[src/rtl/param_ram_pkg.sv]
// Shared types and constants for the double-buffered settings store.
// The checksum gate is enabled by defining RAM_CKSUM_EN.
package param_ram_pkg;

  localparam int unsigned NUM_WORDS_DEF      = 28;
  localparam int unsigned BYTES_PER_WORD_DEF = 4;
  localparam logic [7:0]  CKSUM_OK           = 8'h00;

  typedef enum logic [1:0] {
    StIdle,
    StCheck,
    StCopy,
    StDone
  } state_e;

endpackage

[src/rtl/param_ram_cksum.sv]
// Byte-lane XOR accumulator, one word per cycle. result_o already includes word_i,
// so the final word's contribution is visible in the same cycle it is presented.
module param_ram_cksum #(
  parameter int unsigned BYTES_PER_WORD = 4,
  localparam int unsigned WORD_W = 8 * BYTES_PER_WORD
) (
  input  logic              clk_i,
  input  logic              rst_i,
  input  logic              clr_i,
  input  logic              en_i,
  input  logic [WORD_W-1:0] word_i,
  output logic [7:0]        result_o
);

  logic [7:0] acc_q, acc_d;
  logic [7:0] fold;

  always_comb begin
    fold = 8'h00;
    for (int b = 0; b < int'(BYTES_PER_WORD); b++) begin
      fold = fold ^ word_i[8*b +: 8];
    end
    result_o = acc_q ^ fold;
    acc_d    = acc_q;
    if (clr_i) begin
      acc_d = 8'h00;
    end else if (en_i) begin
      acc_d = result_o;
    end
  end

  always_ff @(posedge clk_i or posedge rst_i) begin
    if (rst_i) begin
      acc_q <= 8'h00;
    end else begin
      acc_q <= acc_d;
    end
  end

endmodule

[src/rtl/param_ram.sv]
// Double-buffered settings store: byte writes land in staging, commit copies to active.
// Define RAM_CKSUM_EN to gate each commit on a zero XOR over all staging bytes.
module param_ram
  import param_ram_pkg::*;
#(
  parameter int unsigned NUM_WORDS      = NUM_WORDS_DEF,
  parameter int unsigned BYTES_PER_WORD = BYTES_PER_WORD_DEF,
  localparam int unsigned WORD_W  = 8 * BYTES_PER_WORD,
  localparam int unsigned ADDR_W  = $clog2(NUM_WORDS * BYTES_PER_WORD),
  localparam int unsigned RADDR_W = $clog2(NUM_WORDS)
) (
  input  logic               clk_RAM,
  input  logic               rst_RAM,
  input  logic [7:0]         in,
  input  logic [ADDR_W-1:0]  w_addr,
  input  logic               write,
  input  logic               commit,
  input  logic               rd_en,
  input  logic [RADDR_W-1:0] rd_addr,
  output logic [WORD_W-1:0]  rd_data,
  output logic               rd_valid,
  output logic [WORD_W-1:0]  ctrl_word,
  output logic               busy,
  output logic               commit_done,
  output logic               commit_err,
  output logic               wr_drop
);

  localparam logic [ADDR_W-1:0]  MaxByte  = ADDR_W'(NUM_WORDS * BYTES_PER_WORD - 1);
  localparam logic [RADDR_W-1:0] LastWord = RADDR_W'(NUM_WORDS - 1);

  state_e              state_q, state_d;
  logic [RADDR_W-1:0]  idx_q, idx_d;
  logic [WORD_W-1:0]   stg_q [NUM_WORDS];
  logic [WORD_W-1:0]   stg_d [NUM_WORDS];
  logic [WORD_W-1:0]   act_q [NUM_WORDS];
  logic [WORD_W-1:0]   act_d [NUM_WORDS];
  logic [WORD_W-1:0]   rd_data_q, rd_data_d;
  logic                rd_valid_q, rd_valid_d;
  logic                wr_drop_q, wr_drop_d;

`ifdef RAM_CKSUM_EN
  logic       cks_clr, cks_en;
  logic [7:0] cks_result;

  param_ram_cksum #(
    .BYTES_PER_WORD(BYTES_PER_WORD)
  ) u_cksum (
    .clk_i   (clk_RAM),
    .rst_i   (rst_RAM),
    .clr_i   (cks_clr),
    .en_i    (cks_en),
    .word_i  (stg_q[idx_q]),
    .result_o(cks_result)
  );
`else
  assign commit_err = 1'b0;
`endif

  // Staging writes and the drop flag; writes are only legal while idle.
  always_comb begin
    stg_d     = stg_q;
    wr_drop_d = 1'b0;
    if (!write) begin
      if (state_q == StIdle && w_addr <= MaxByte) begin
        for (int w = 0; w < int'(NUM_WORDS); w++) begin
          for (int b = 0; b < int'(BYTES_PER_WORD); b++) begin
            if (w_addr == ADDR_W'(w * int'(BYTES_PER_WORD) + b)) begin
              stg_d[w][8*b +: 8] = in;
            end
          end
        end
      end else begin
        wr_drop_d = 1'b1;
      end
    end
  end

  always_comb begin
    rd_valid_d = rd_en;
    rd_data_d  = rd_data_q;
    if (rd_en) begin
      rd_data_d = (rd_addr <= LastWord) ? act_q[rd_addr] : '0;
    end
  end

  always_comb begin
    state_d     = state_q;
    idx_d       = idx_q;
    act_d       = act_q;
    commit_done = 1'b0;
`ifdef RAM_CKSUM_EN
    commit_err  = 1'b0;
    cks_clr     = 1'b0;
    cks_en      = 1'b0;
`endif
    case (state_q)
      StIdle: begin
        if (commit) begin
          idx_d = '0;
`ifdef RAM_CKSUM_EN
          cks_clr = 1'b1;
          state_d = StCheck;
`else
          state_d = StCopy;
`endif
        end
      end
      StCheck: begin
`ifdef RAM_CKSUM_EN
        cks_en = 1'b1;
        if (idx_q == LastWord) begin
          idx_d = '0;
          if (cks_result == CKSUM_OK) begin
            state_d = StCopy;
          end else begin
            commit_err = 1'b1;
            state_d    = StIdle;
          end
        end else begin
          idx_d = idx_q + 1'b1;
        end
`else
        state_d = StIdle;
`endif
      end
      StCopy: begin
        act_d[idx_q] = stg_q[idx_q];
        if (idx_q == LastWord) begin
          idx_d   = '0;
          state_d = StDone;
        end else begin
          idx_d = idx_q + 1'b1;
        end
      end
      StDone: begin
        commit_done = 1'b1;
        state_d     = StIdle;
      end
      default: state_d = StIdle;
    endcase
  end

  always_ff @(posedge clk_RAM or posedge rst_RAM) begin
    if (rst_RAM) begin
      state_q    <= StIdle;
      idx_q      <= '0;
      rd_data_q  <= '0;
      rd_valid_q <= 1'b0;
      wr_drop_q  <= 1'b0;
      for (int w = 0; w < int'(NUM_WORDS); w++) begin
        stg_q[w] <= '0;
        act_q[w] <= '0;
      end
    end else begin
      state_q    <= state_d;
      idx_q      <= idx_d;
      rd_data_q  <= rd_data_d;
      rd_valid_q <= rd_valid_d;
      wr_drop_q  <= wr_drop_d;
      stg_q      <= stg_d;
      act_q      <= act_d;
    end
  end

  assign rd_data   = rd_data_q;
  assign rd_valid  = rd_valid_q;
  assign wr_drop   = wr_drop_q;
  assign ctrl_word = act_q[0];
  assign busy      = (state_q != StIdle);

endmodule

[config.mk]
export PLATFORM = sky130hd
export DESIGN_NAME = param_ram
export DESIGN_NICKNAME = d
export VERILOG_FILES = /design/src/rtl/param_ram_pkg.sv /design/src/rtl/param_ram_cksum.sv /design/src/rtl/param_ram.sv
export SDC_FILE = /design/constraint.sdc
export NUM_CORES = 2
export LEC_CHECK = 0
export CAP_MARGIN = 20
export CORE_MARGIN = 2
export CORE_UTILIZATION = 55
export CTS_BUF_LIST = sky130_fd_sc_hd__clkbuf_8
export DETAILED_ROUTE_END_ITERATION = 10
export MAX_ROUTING_LAYER = met4
export PLACE_DENSITY = 0.71
export REMOVE_ABC_BUFFERS = 1
export SETUP_SLACK_MARGIN = 0.5
export SLEW_MARGIN = 10
export SYNTH_ARGS = -nofsm -noshare
export SYNTH_HDL_FRONTEND = slang
export SYNTH_SLANG_ARGS = --single-unit
[constraint.sdc]
create_clock -name clk_RAM -period 97.8 [get_ports clk_RAM]
set_input_delay 24.45 -clock clk_RAM [delete_from_list [all_inputs] [get_ports clk_RAM]]
set_output_delay 24.45 -clock clk_RAM [all_outputs]
set_load 0.02 [all_outputs]
==> results.yml <==
synthesis:
  synth_edf_count: 0
  ys_seq_elements: 1833
  synth-seq-area-share: 0.557
  syn-instance-count: 6271
  ys.flop_type: "dfrtp_1"
  synth_area_per_cell_sq_um: 13.1
  synth_cell_types: 62
  ys_warn_count: 0
  netlist_area_sq_mm: 0.0823
  async_flop_share: 1.00
cells_and_area:
  instances_no_fill: 8391
  nets: 6296
  utilization: 0.611
  area_growth_pct: 9.95
  drive_gt1_frac: 0.324
  final_design_area_no_fill_sq_mm: 0.0905
placement:
  dp_hpwl_microns: 127000
  placement.cell_area_sq_mm: 0.0845
  place.gp.congestion: 0.814
  dp.cells: 7867
  io_buffers: 92
power_and_ir_drop:
  power_leakage_nw: 43.1
  powerDensity_mw_per_mm2: 22.3
  vdd_drop_max_mv: 0.0206
global_routing:
  antenna_found_initial: 6
  first_global_vias: 53236
  grt_pass1_wl_microns: 329000
  grt_overflow_total: 0
  grt_max_degree: 177
  grt_util_all_layers: 0.294
floorplanning:
  core_area_sq_mm: 0.148
  die_y_microns: 391
  ios: 94
  start_util: 0.555
  dieArea_sq_mm: 0.153
  die_width_microns: 391
  rows: 141
critical_path:
  arrival_ps: 28940
  path_class: "in -> async"
  cp-start-kind: "input port"
  crit_required_ps: 98790
  crit_path_end_kind: "async pin"
  crit_fanout: 165
routing:
  antenna_left: 0
  first_pass_iters: 6
  dr.first_iter.drc_count: 4145
  wl_microns: 214000
  vias_per_cell: 6.20
  wire_per_inst_microns: 25.4
  vias: 51990
  drc: 0
clock_tree:
  path_clk_slew_ps: 60
  holdBufCountCts: 0
  numCtsBuffers: 318
  clock_latency_ps: 1030
  htreeDepth: 5
  cts_setup_buffers: 0
  cts_tree: "yes"
  cts.path.max_buffers: 4
  cts_resized: 0
  root_buffer: "clkbuf_8"
  clock-sinks: 1833
sta:
  finalCriticalPeriod_ps: 27950
  finalMaxSlewViolations: 0
  finalSetupTns_ps: 0
  slew_headroom: 0.229
  hold-worst-slack_ps: 475
  fin_skew_ps: 60.3
  fmax_mhz: 35.8
  rsz0062_at_grt: "no"
  finalCritPeriodShare: 0.286
  finalSetupViolCount: 0
  worstMarginPinSlew_ps: 1150
  hold_viol: 0
hold_path:
  hold_class: "reg -> reg"
flow_run:
  drv_cap: 0
status:
  status: "finished, final reports clean"
[cell usage in the layout (no fill, tap or decap), types with 5 or more instances in the layout]
cell and instances:
clkdlybuf4s50_1 78, inv_1 117, a21oi_1 352, dfrtp_1 1830, buf_12 7, nand2_1 580
clkinv_2 7, a22o_1 19, o21ai_1 128, nor3_2 5, o22ai_1 94, o21ai_2 5
nor4b_4 13, mux4_2 329, mux2i_4 8, nor4_4 8, and3_1 44, nor4b_2 5
mux2_1 8, nand3_2 8, a211oi_2 12, mux2_2 1097, and2_1 5, mux2i_1 309
o21ai_0 271, a22oi_1 57, nor2_1 338, a211oi_1 32, diode_2 5, nor2b_1 5
nand2_2 8, clkbuf_8 388, nor2_4 15, buf_4 122, nand2b_1 69, nor3_4 9
[registers in the layout, summed over array words and instances, names as in the netlist]
signal     flops
act_q        864
ctrl_word     32
idx_q          5
rd_data       32
rd_valid       1
state_q        2
stg_q        896
wr_drop        1
[Yosys cell counts, types with 3 or more instances]
| library cell | count | area, sq um |
|---|---|---|
| nor3_2 | 4 | 40.0 |
| nor4_4 | 6 | 128 |
| mux4_2 | 329 | 7410 |
| nor2_1 | 355 | 1330 |
| buf_1 | 14 | 52.6 |
| and2_1 | 5 | 31.3 |
| buf_4 | 61 | 458 |
| ha_1 | 4 | 50.1 |
| nor3_4 | 9 | 146 |
| nor4b_2 | 13 | 195 |
| clkbuf_1 | 338 | 1270 |
| buf_6 | 23 | 259 |
| dfrtp_1 | 1833 | 45900 |
| a211oi_1 | 42 | 315 |
| a22oi_1 | 57 | 428 |
| nand3_1 | 14 | 70.1 |
| mux2_1 | 8 | 90.1 |
| o22ai_1 | 94 | 588 |
| o21ai_2 | 5 | 43.8 |
| mux2_2 | 1097 | 12400 |
| buf_2 | 106 | 531 |
| inv_1 | 8 | 30.0 |
| a22o_1 | 19 | 166 |
| mux2i_1 | 309 | 3090 |
| and3_1 | 44 | 275 |
| nand2_1 | 584 | 2190 |
| mux2i_4 | 8 | 180 |
| nor3_1 | 4 | 20.0 |
| nor2b_1 | 9 | 56.3 |
| nor4b_1 | 5 | 43.8 |
| o21ai_0 | 271 | 1360 |
| nor4_2 | 3 | 37.5 |
| nand2_2 | 4 | 25.0 |
| o21ai_1 | 128 | 641 |
| nand2b_1 | 69 | 432 |
| a21oi_2 | 3 | 26.3 |
| a21oi_1 | 352 | 1760 |
[metrics by stage]
| stage | power [mW] | setup WS, ps |
|---|---|---|
| 6_report | 2.02 | 69850 |
| 3_5_place_dp | 1.38 | 68370 |
| 4_1_cts | 2.03 | 69460 |
| 5_1_grt | 2.11 | 69130 |
| 3_3_place_gp | 1.36 | 68470 |
| 2_1_floorplan | 1.26 | 21600 |
[routing by layer]
layer  GRT usage  share of wire
met5           -              0
met4      0.0925          0.028
met3      0.0443          0.058
met2       0.450           0.47
met1       0.408           0.44
[power breakdown]
part,internal (mW),switching [mW],leakage [nW]
clock,0.355,0.299,3.41
combinational,0.178,0.270,14.8
sequential,0.858,0.0592,25.0
total,1.39,0.629,43.1
[logic make-up (layout without fill, tap and decap cells)]
family / Yosys count / after routing / synth area share
buf+inv: 551 / 736 / 0.0316
other cells: 1 / 6 / 0.0000456
fa+ha+maj: 4 / 4 / 0.000608
simple gates: 1147 / 1147 / 0.0629
flops: 1833 / 1833 / 0.557
mux: 1753 / 1753 / 0.281
compound gates: 982 / 982 / 0.0663
[critical path, cell delays in order]
cell and delay, ps:
clkdlybuf4s50_1 490, inv_8 560, buf_12 650, buf_4 790
buf_4 810, buf_4 840
[area by class of cell]
type                       instances  area [sq um]
fill                           11578         57700
timing repair buffer             219          2030
tap                             1930          2410
multi-input combinational       3887         34300
antenna                            5          12.5
sequential                      1833         45900
inverter                           8          37.5
clock inverter                   122           508
clock buffer                     387          5330
[path summary, 6_finish.rpt]
check	startpoint	to	slack (ps)	depth (start not counted)
setup reg to reg	idx_q[1]$_DFFE_PP0P_	act_q[550]$_DFFE_PP0P_	92520	7
max in group clk_RAM	state_q[0]$_DFFE_PP0P_	commit_done	70690	2
hold reg to reg	act_q[794]$_DFFE_PP0P_	act_q[794]$_DFFE_PP0P_	470	2
min in group asynchronous	rst_RAM	act_q[853]$_DFFE_PP0P_	23990	2
hold / removal	act_q[794]$_DFFE_PP0P_	act_q[794]$_DFFE_PP0P_	470	2
setup / recovery	rst_RAM	stg_q[47]$_DFFE_PP0P_	69850	6
No activity file was read; power rests on OpenSTA's default activity.
